### config.mk
export PLATFORM = sky130hd
export DESIGN_NAME = muldiv_sequencer
export DESIGN_NICKNAME = d
export VERILOG_FILES = /design/src/rtl/muldiv_pkg.sv /design/src/rtl/muldiv_step.sv /design/src/rtl/muldiv_sequencer.sv
export SDC_FILE = /design/constraint.sdc
export NUM_CORES = 1
export LEC_CHECK = 0
export BUFFER_PORTS_ARGS = -buffer_cell sky130_fd_sc_hd__buf_2
export CORE_MARGIN = 3
export CORE_UTILIZATION = 60
export CTS_BUF_LIST = sky130_fd_sc_hd__clkbuf_8
export CTS_CLUSTER_SIZE = 16
export DETAILED_ROUTE_END_ITERATION = 8
export PLACE_DENSITY = 0.8
export SYNTH_ARGS = -nofsm -noshare
export SYNTH_HDL_FRONTEND = slang
export SYNTH_SLANG_ARGS = --single-unit
### constraint.sdc
create_clock -name clk -period 4.25 [get_ports clk]
set_clock_uncertainty 0.15 [all_clocks]
set_input_delay 0.425 -clock clk [delete_from_list [all_inputs] [get_ports clk]]
set_output_delay 0.425 -clock clk [all_outputs]
set_load 0.02 [all_outputs]
### src/rtl/muldiv_pkg.sv
// Shared constants and types for the multi-cycle multiply/divide unit.
package muldiv_pkg;

  localparam int XLEN_DEFAULT = 32;

  localparam logic [5:0] FUNCT_MFHI  = 6'd16;
  localparam logic [5:0] FUNCT_MFLO  = 6'd18;
  localparam logic [5:0] FUNCT_MULT  = 6'd24;
  localparam logic [5:0] FUNCT_MULTU = 6'd25;
  localparam logic [5:0] FUNCT_DIV   = 6'd26;
  localparam logic [5:0] FUNCT_DIVU  = 6'd27;

  typedef enum logic [1:0] {
    IDLE = 2'd0,
    ITER = 2'd1,
    FIX  = 2'd2
  } state_e;

  function automatic logic is_muldiv(input logic [5:0] funct);
    return (funct == FUNCT_MULT) || (funct == FUNCT_MULTU) ||
           (funct == FUNCT_DIV)  || (funct == FUNCT_DIVU);
  endfunction

endpackage

### src/rtl/muldiv_step.sv
// One iteration: add-and-shift-right for multiply, or restoring
// trial-subtract-and-shift-left for divide, on the {acc, q} pair.
module muldiv_step
  import muldiv_pkg::*;
#(
  parameter int XLEN = XLEN_DEFAULT
) (
  input  logic            is_div_i,
  input  logic [XLEN-1:0] acc_i,
  input  logic [XLEN-1:0] q_i,
  input  logic [XLEN-1:0] m_i,
  output logic [XLEN-1:0] acc_o,
  output logic [XLEN-1:0] q_o
);

  logic [XLEN:0] sum;
  logic [XLEN:0] shifted;
  logic [XLEN:0] trial;

  always_comb begin
    sum     = {1'b0, acc_i} + {1'b0, m_i};
    shifted = {acc_i, q_i[XLEN-1]};
    trial   = shifted - {1'b0, m_i};
    acc_o   = acc_i;
    q_o     = q_i;
    if (is_div_i) begin
      // A set MSB on the trial means the subtraction borrowed: restore.
      acc_o = trial[XLEN] ? shifted[XLEN-1:0] : trial[XLEN-1:0];
      q_o   = {q_i[XLEN-2:0], ~trial[XLEN]};
    end else if (q_i[0]) begin
      {acc_o, q_o} = {sum, q_i[XLEN-1:1]};
    end else begin
      {acc_o, q_o} = {1'b0, acc_i, q_i[XLEN-1:1]};
    end
  end

endmodule

### src/rtl/muldiv_sequencer.sv
// Multi-cycle MULT/MULTU/DIV/DIVU unit owning HI/LO; iterates one bit per
// cycle on operand magnitudes, then applies signs in a single fixup cycle.
module muldiv_sequencer
  import muldiv_pkg::*;
#(
  parameter int XLEN = XLEN_DEFAULT
) (
  input  logic            clk,
  input  logic            rst,
  input  logic            start_i,
  input  logic [5:0]      funct_i,
  input  logic [XLEN-1:0] op_a_i,
  input  logic [XLEN-1:0] op_b_i,
  input  logic            hilo_read_i,
  output logic            busy_o,
  output logic            stall_o,
  output logic            done_o,
  output logic [XLEN-1:0] hi_o,
  output logic [XLEN-1:0] lo_o
);

  localparam int CW = $clog2(XLEN);

  state_e          state_q, state_d;
  logic [CW-1:0]   cnt_q, cnt_d;
  logic [XLEN-1:0] acc_q, acc_d, q_q, q_d, m_q, m_d, a_q, a_d;
  logic [XLEN-1:0] hi_q, hi_d, lo_q, lo_d;
  logic            is_div_q, is_div_d, neg_q, neg_d, neg_rem_q, neg_rem_d;
  logic            dz_q, dz_d, done_q, done_d;

  logic            is_signed, is_div_op, a_neg, b_neg;
  logic [XLEN-1:0] a_mag, b_mag, step_acc, step_q;
  logic [2*XLEN-1:0] prod, prod_fix;

  muldiv_step #(.XLEN(XLEN)) u_step (
    .is_div_i (is_div_q),
    .acc_i    (acc_q),
    .q_i      (q_q),
    .m_i      (m_q),
    .acc_o    (step_acc),
    .q_o      (step_q)
  );

  always_comb begin
    is_signed = (funct_i == FUNCT_MULT) || (funct_i == FUNCT_DIV);
    is_div_op = (funct_i == FUNCT_DIV) || (funct_i == FUNCT_DIVU);
    a_neg     = is_signed & op_a_i[XLEN-1];
    b_neg     = is_signed & op_b_i[XLEN-1];
    a_mag     = a_neg ? -op_a_i : op_a_i;
    b_mag     = b_neg ? -op_b_i : op_b_i;
    prod      = {acc_q, q_q};
    prod_fix  = neg_q ? -prod : prod;

    state_d   = state_q;
    cnt_d     = cnt_q;
    acc_d     = acc_q;
    q_d       = q_q;
    m_d       = m_q;
    a_d       = a_q;
    is_div_d  = is_div_q;
    neg_d     = neg_q;
    neg_rem_d = neg_rem_q;
    dz_d      = dz_q;
    hi_d      = hi_q;
    lo_d      = lo_q;
    done_d    = 1'b0;

    unique case (state_q)
      IDLE: begin
        if (start_i && is_muldiv(funct_i)) begin
          cnt_d     = '0;
          acc_d     = '0;
          a_d       = op_a_i;
          is_div_d  = is_div_op;
          neg_d     = a_neg ^ b_neg;
          neg_rem_d = a_neg;
          dz_d      = is_div_op && (op_b_i == '0);
          // Multiply shifts the multiplier out of q; divide shifts the dividend.
          q_d       = is_div_op ? a_mag : b_mag;
          m_d       = is_div_op ? b_mag : a_mag;
          state_d   = (is_div_op && (op_b_i == '0)) ? FIX : ITER;
        end
      end
      ITER: begin
        acc_d = step_acc;
        q_d   = step_q;
        cnt_d = cnt_q + 1'b1;
        if (cnt_q == CW'(XLEN - 1)) state_d = FIX;
      end
      FIX: begin
        if (dz_q) begin
          lo_d = '1;
          hi_d = a_q;
        end else if (is_div_q) begin
          lo_d = neg_q ? -q_q : q_q;
          hi_d = neg_rem_q ? -acc_q : acc_q;
        end else begin
          {hi_d, lo_d} = prod_fix;
        end
        done_d  = 1'b1;
        state_d = IDLE;
      end
      default: state_d = IDLE;
    endcase
  end

  always_ff @(posedge clk) begin
    if (rst) begin
      state_q   <= IDLE;
      cnt_q     <= '0;
      acc_q     <= '0;
      q_q       <= '0;
      m_q       <= '0;
      a_q       <= '0;
      is_div_q  <= 1'b0;
      neg_q     <= 1'b0;
      neg_rem_q <= 1'b0;
      dz_q      <= 1'b0;
      hi_q      <= '0;
      lo_q      <= '0;
      done_q    <= 1'b0;
    end else begin
      state_q   <= state_d;
      cnt_q     <= cnt_d;
      acc_q     <= acc_d;
      q_q       <= q_d;
      m_q       <= m_d;
      a_q       <= a_d;
      is_div_q  <= is_div_d;
      neg_q     <= neg_d;
      neg_rem_q <= neg_rem_d;
      dz_q      <= dz_d;
      hi_q      <= hi_d;
      lo_q      <= lo_d;
      done_q    <= done_d;
    end
  end

  assign busy_o  = (state_q != IDLE);
  assign stall_o = busy_o & (hilo_read_i | start_i);
  assign done_o  = done_q;
  assign hi_o    = hi_q;
  assign lo_o    = lo_q;

endmodule

==> impl_summary.md <==
Status
The flow ran to the end, and the final reports show no timing, DRC or antenna violations.

Worst setup path
The class of the most critical setup path is reg2reg. STA classifies the critical path startpoint as a register. Data arrives at the worst endpoint at 4.12 ns.

STA classifies the critical path endpoint as a register. The setup check on the worst reg-to-reg path leaves a slack of 0.41 ns. STA puts the critical path data required time at 4.53 ns.

The worst-path maximum fanout is 24.

CTS
After clock tree synthesis, the setup repair step added 0 buffers. The number of gates given a new drive strength after cts is 0. The buffer levels on the longest clock path is 3. Clock latency on the worst-skew pair, taken at its later pin, is 0.55 ns. Buffers inserted to repair hold after CTS numbered 0.

The tree built by TritonCTS fans out to 204 sinks. In this run the clock root is driven by a sky130_fd_sc_hd__clkbuf_8. After clock tree synthesis, the clock-pin slew on the worst setup and hold paths is 0.06 ns. TritonCTS built the clock tree. Clock tree synthesis inserted a total of 37 buffers. The H-tree was split into 2 levels.

Logic synthesis
In this run, synthesis produced a sequential element count of 204. The net count after synthesis is 2281. Of the synthesized area, sequential elements account for 26.2%. The post-synthesis simple-gate area fraction is 20.6%. Multiplexer cells account for 3.04% of the synthesized area.

The biggest area contributor in the post-synthesis netlist is sky130_fd_sc_hd__dfxtp_1. Dividing the synthesized area by the synthesized cell count gives 7.30 µm². In this run, synthesis inferred 0 flip-flops with an integrated enable. The number of warnings reported in the yosys synthesis log is 0. The synthesized-area fraction occupied by xor and xnor cells is 9.44%. The count of unique library cells instantiated by Yosys is 81. The share of the synthesized area in compound gates (AO/OA/AOI/OAI) is 29.4%. The post-synthesis cell count is 2135.

The main combinational cell family by area after synthesis is compound AO/OA/AOI/OAI gates. The flip-flop cell with the highest count after synthesis is sky130_fd_sc_hd__dfxtp_1. In the post-synthesis netlist, the biggest area contributors are sky130_fd_sc_hd__dfxtp_1 26%, sky130_fd_sc_hd__nand2_1 7.2%, sky130_fd_sc_hd__a21oi_1 7.0%. The area share of the leading cell type in the synthesized netlist is 26.2%. After synthesis, the share of flip-flops with an asynchronous set or reset is 0%. Of the total synthesized cell area, the portion taken by full adders, half adders and majority gates is 5.88%. The cell area that synthesis handed to floorplanning was 0.0156 mm².

Final layout
Of the cells placed in the final design, the portion with a size suffix greater than 1 is 12.5%. The finished layout holds 2573 standard cells, fillers aside. The library cell used most frequently in the layout, excluding fill and tap cells, is sky130_fd_sc_hd__nand2_1. From synthesis to final layout, the design area changed by 11.5%.

The number of filler cells placed in the layout is 2197. The layout net count is 2360. The library cells used most frequently in the layout, excluding fill and tap cells, are 299 x sky130_fd_sc_hd__nand2_1, 219 x sky130_fd_sc_hd__a21oi_1, 203 x sky130_fd_sc_hd__dfxtp_1. In the final layout, flip-flops and latches occupy 0.00409 mm². Summing all multi-input logic gate instances after layout gives 0.0107 mm².

Timing
The worst slew margin relative to its limit is 30.9%. The worst path needs 3.84 ns of the cycle, external delays included. The setup-violating endpoint count in the final report is 0. The final sum of negative setup slack is 0 ns. The number of hold violations in the final report is 0. The max-slew violation count was 0. The maximum operating frequency is 261 MHz. The fraction of the cycle the final worst path needs is 90.3%.

For the pin with the worst max-slew slack, the measured transition is 1.03 ns. Setup slack on the critical path of the routed design comes to 0.412 ns. Setup repair after global routing left no endpoint under its margin. The worst hold-check slack is 0.0174 ns.

Placed design
Routability-driven placement finished with a final weighted congestion of 1.06. The post-placement cell count is 2505. Input and output buffers added on the ports amount to 140. OpenSTA, run right after detailed placement, puts the worst setup slack at 0.477 ns. The HPWL after detailed placement is 44.8 mm.

Power
The power density normalized to cell area is 273 mW/mm². For this design the static power due to leakage is 0.00699 µW. The worst vdd rail ir drop is 0.000286 V.

Routing
The final route contains 17500 vias. The post-detailed-route wirelength per cell is 23.3 µm. In this run, the number of DRC markers left after iteration 0 of detailed routing was 2504.

The iteration count of the initial detailed-routing pass is 8. The post-detailed-routing wire length is 59.9 mm. For this run, design rule violations remaining after detail routing come to 0. Dividing the detail-routed via count by the number of cells gives 6.80. The count of nets left with antenna violations once routing finished came out at 0.

Global route
The number of global-route vias before repair came to 15700. The number of antenna violations at the first check in global routing is 2. The global-route wire length before repair is 91.6 mm. Entering global routing, the biggest net connects 78 pins. Global routing consumed, over all layers together, 40.8% of the routing resources.

The total congestion overflow is 0.

Hold path
The min-delay analysis places its worst path in the category in2reg.

Floorplan
The total area inside the core boundary comes to 0.0253 mm². Measured along the y axis, the die boundary spans 167 µm. The initial utilization of the core area, before any placement, comes to 61.5%. The top-level port count is 141. The overall die area is 0.0279 mm². The floorplan has 58 rows. The floorplan step set the die width to 167 µm.

Job
The number of max-cap violations is 0.
-- layer usage --
layer / up-vias / share of wire (%) / track usage, %
li1: 7935 / - / -
met1: 8123 / 41 / 57.2
met2: 1193 / 41 / 59.6
met3: 243 / 12 / 9.73
met4: 2 / 5.5 / 18.7
met5: - / 0.022 / 0
-- state kept, by name (all words and copies together), names as in the netlist --
| name | count |
|---|---|
| a_q | 32 |
| neg_rem_q | 1 |
| state_q | 2 |
| neg_q | 1 |
| acc_q | 32 |
| q_q | 32 |
| done_o | 1 |
| lo_o | 32 |
| dz_q | 1 |
| hi_o | 32 |
| is_div_q | 1 |
| m_q | 32 |
| cnt_q | 5 |
-- logic make-up after synthesis --
kind of cell | Yosys count
fa+ha+maj | 72
buf+inv | 223
flops | 204
mux | 47
xor+xnor | 168
simple gates | 711
compound gates | 710
-- synthesized netlist by cell type, types with 5 or more instances --
cell type	instances
sky130_fd_sc_hd__a41oi_1	5
sky130_fd_sc_hd__or3_1	23
sky130_fd_sc_hd__xor2_1	57
sky130_fd_sc_hd__o21ai_0	111
sky130_fd_sc_hd__o21ai_1	14
sky130_fd_sc_hd__or2_2	10
sky130_fd_sc_hd__ha_1	70
sky130_fd_sc_hd__nand4_1	16
sky130_fd_sc_hd__mux2i_1	45
sky130_fd_sc_hd__a211oi_1	53
sky130_fd_sc_hd__o211a_1	5
sky130_fd_sc_hd__and3_1	6
sky130_fd_sc_hd__buf_1	16
sky130_fd_sc_hd__clkbuf_1	138
sky130_fd_sc_hd__a31oi_1	23
sky130_fd_sc_hd__dfxtp_1	204
sky130_fd_sc_hd__o41ai_1	15
sky130_fd_sc_hd__o221ai_1	11
sky130_fd_sc_hd__nor4_1	22
sky130_fd_sc_hd__nor3_1	44
sky130_fd_sc_hd__o211ai_1	49
sky130_fd_sc_hd__a311oi_1	10
sky130_fd_sc_hd__and2_1	7
sky130_fd_sc_hd__a22o_1	15
sky130_fd_sc_hd__a32oi_1	8
sky130_fd_sc_hd__inv_1	65
sky130_fd_sc_hd__o21a_1	9
sky130_fd_sc_hd__a21boi_0	6
sky130_fd_sc_hd__nand3_1	35
sky130_fd_sc_hd__nand2_1	299
sky130_fd_sc_hd__nand2b_1	18
sky130_fd_sc_hd__nor2_1	181
sky130_fd_sc_hd__a221oi_1	8
sky130_fd_sc_hd__xnor2_1	111
sky130_fd_sc_hd__a21o_1	24
sky130_fd_sc_hd__a22oi_1	9
sky130_fd_sc_hd__a21oi_1	219
sky130_fd_sc_hd__nor2b_1	18
sky130_fd_sc_hd__o21bai_1	5
sky130_fd_sc_hd__o31ai_1	35
sky130_fd_sc_hd__o22ai_1	37
sky130_fd_sc_hd__or4_1	10
-- critical path, stage by stage (launching register included) --
cell and delay [ns]:
sky130_fd_sc_hd__dfxtp_1 0.47, sky130_fd_sc_hd__inv_1 0.16, sky130_fd_sc_hd__ha_1 0.26, sky130_fd_sc_hd__fa_1 0.39
sky130_fd_sc_hd__nand2b_1 0.18, sky130_fd_sc_hd__a21oi_1 0.24, sky130_fd_sc_hd__o21ai_0 0.26, sky130_fd_sc_hd__nand3_1 0.23
sky130_fd_sc_hd__a41oi_1 0.27, sky130_fd_sc_hd__xnor2_2 0.26, sky130_fd_sc_hd__buf_12 0.22, sky130_fd_sc_hd__mux2_2 0.35
sky130_fd_sc_hd__a22oi_1 0.17, sky130_fd_sc_hd__o21ai_0 0.09
-- power by group --
group | internal [µW] | switching, µW
Combinational | 278 | 528
Clock | 1080 | 891
Sequential | 1930 | 31.8
-- worst paths after layout --
check | cells past startpoint | from | endpoint
setup reg to reg | 13 | q_q[31]$_SDFFE_PP0P_ | acc_q[9]$_SDFFE_PP0P_
hold reg to reg | 2 | hi_o[28]$_SDFFE_PP0P_ | hi_o[28]$_SDFFE_PP0P_
setup / recovery | 13 | q_q[31]$_SDFFE_PP0P_ | acc_q[9]$_SDFFE_PP0P_
hold / removal | 3 | op_a_i[9] | a_q[9]$_SDFFE_PP0P_
-- area by class of cell --
| type | count | share of cell area, % |
|---|---|---|
| clock inverter | 15 | 0.360 |
| inverter | 66 | 1.43 |
| clock buffer | 52 | 4.12 |
| antenna | 1 | 0.0144 |
| timing repair buffer | 197 | 6.58 |
| multi-input combinational | 1708 | 61.6 |
| sequential | 204 | 23.5 |
| tap | 330 | 2.38 |
-- through the flow --
stage,instance area [µm²],power (µW),utilization (%)
after floorplan,15600,2480,-
after detailed placement,16600,2770,65.5
final,17400,4740,68.6
after global placement,16600,2760,65.5
after global routing,17400,4870,68.6
after CTS,17400,4700,68.6
(Power assumes the default switching activity.)
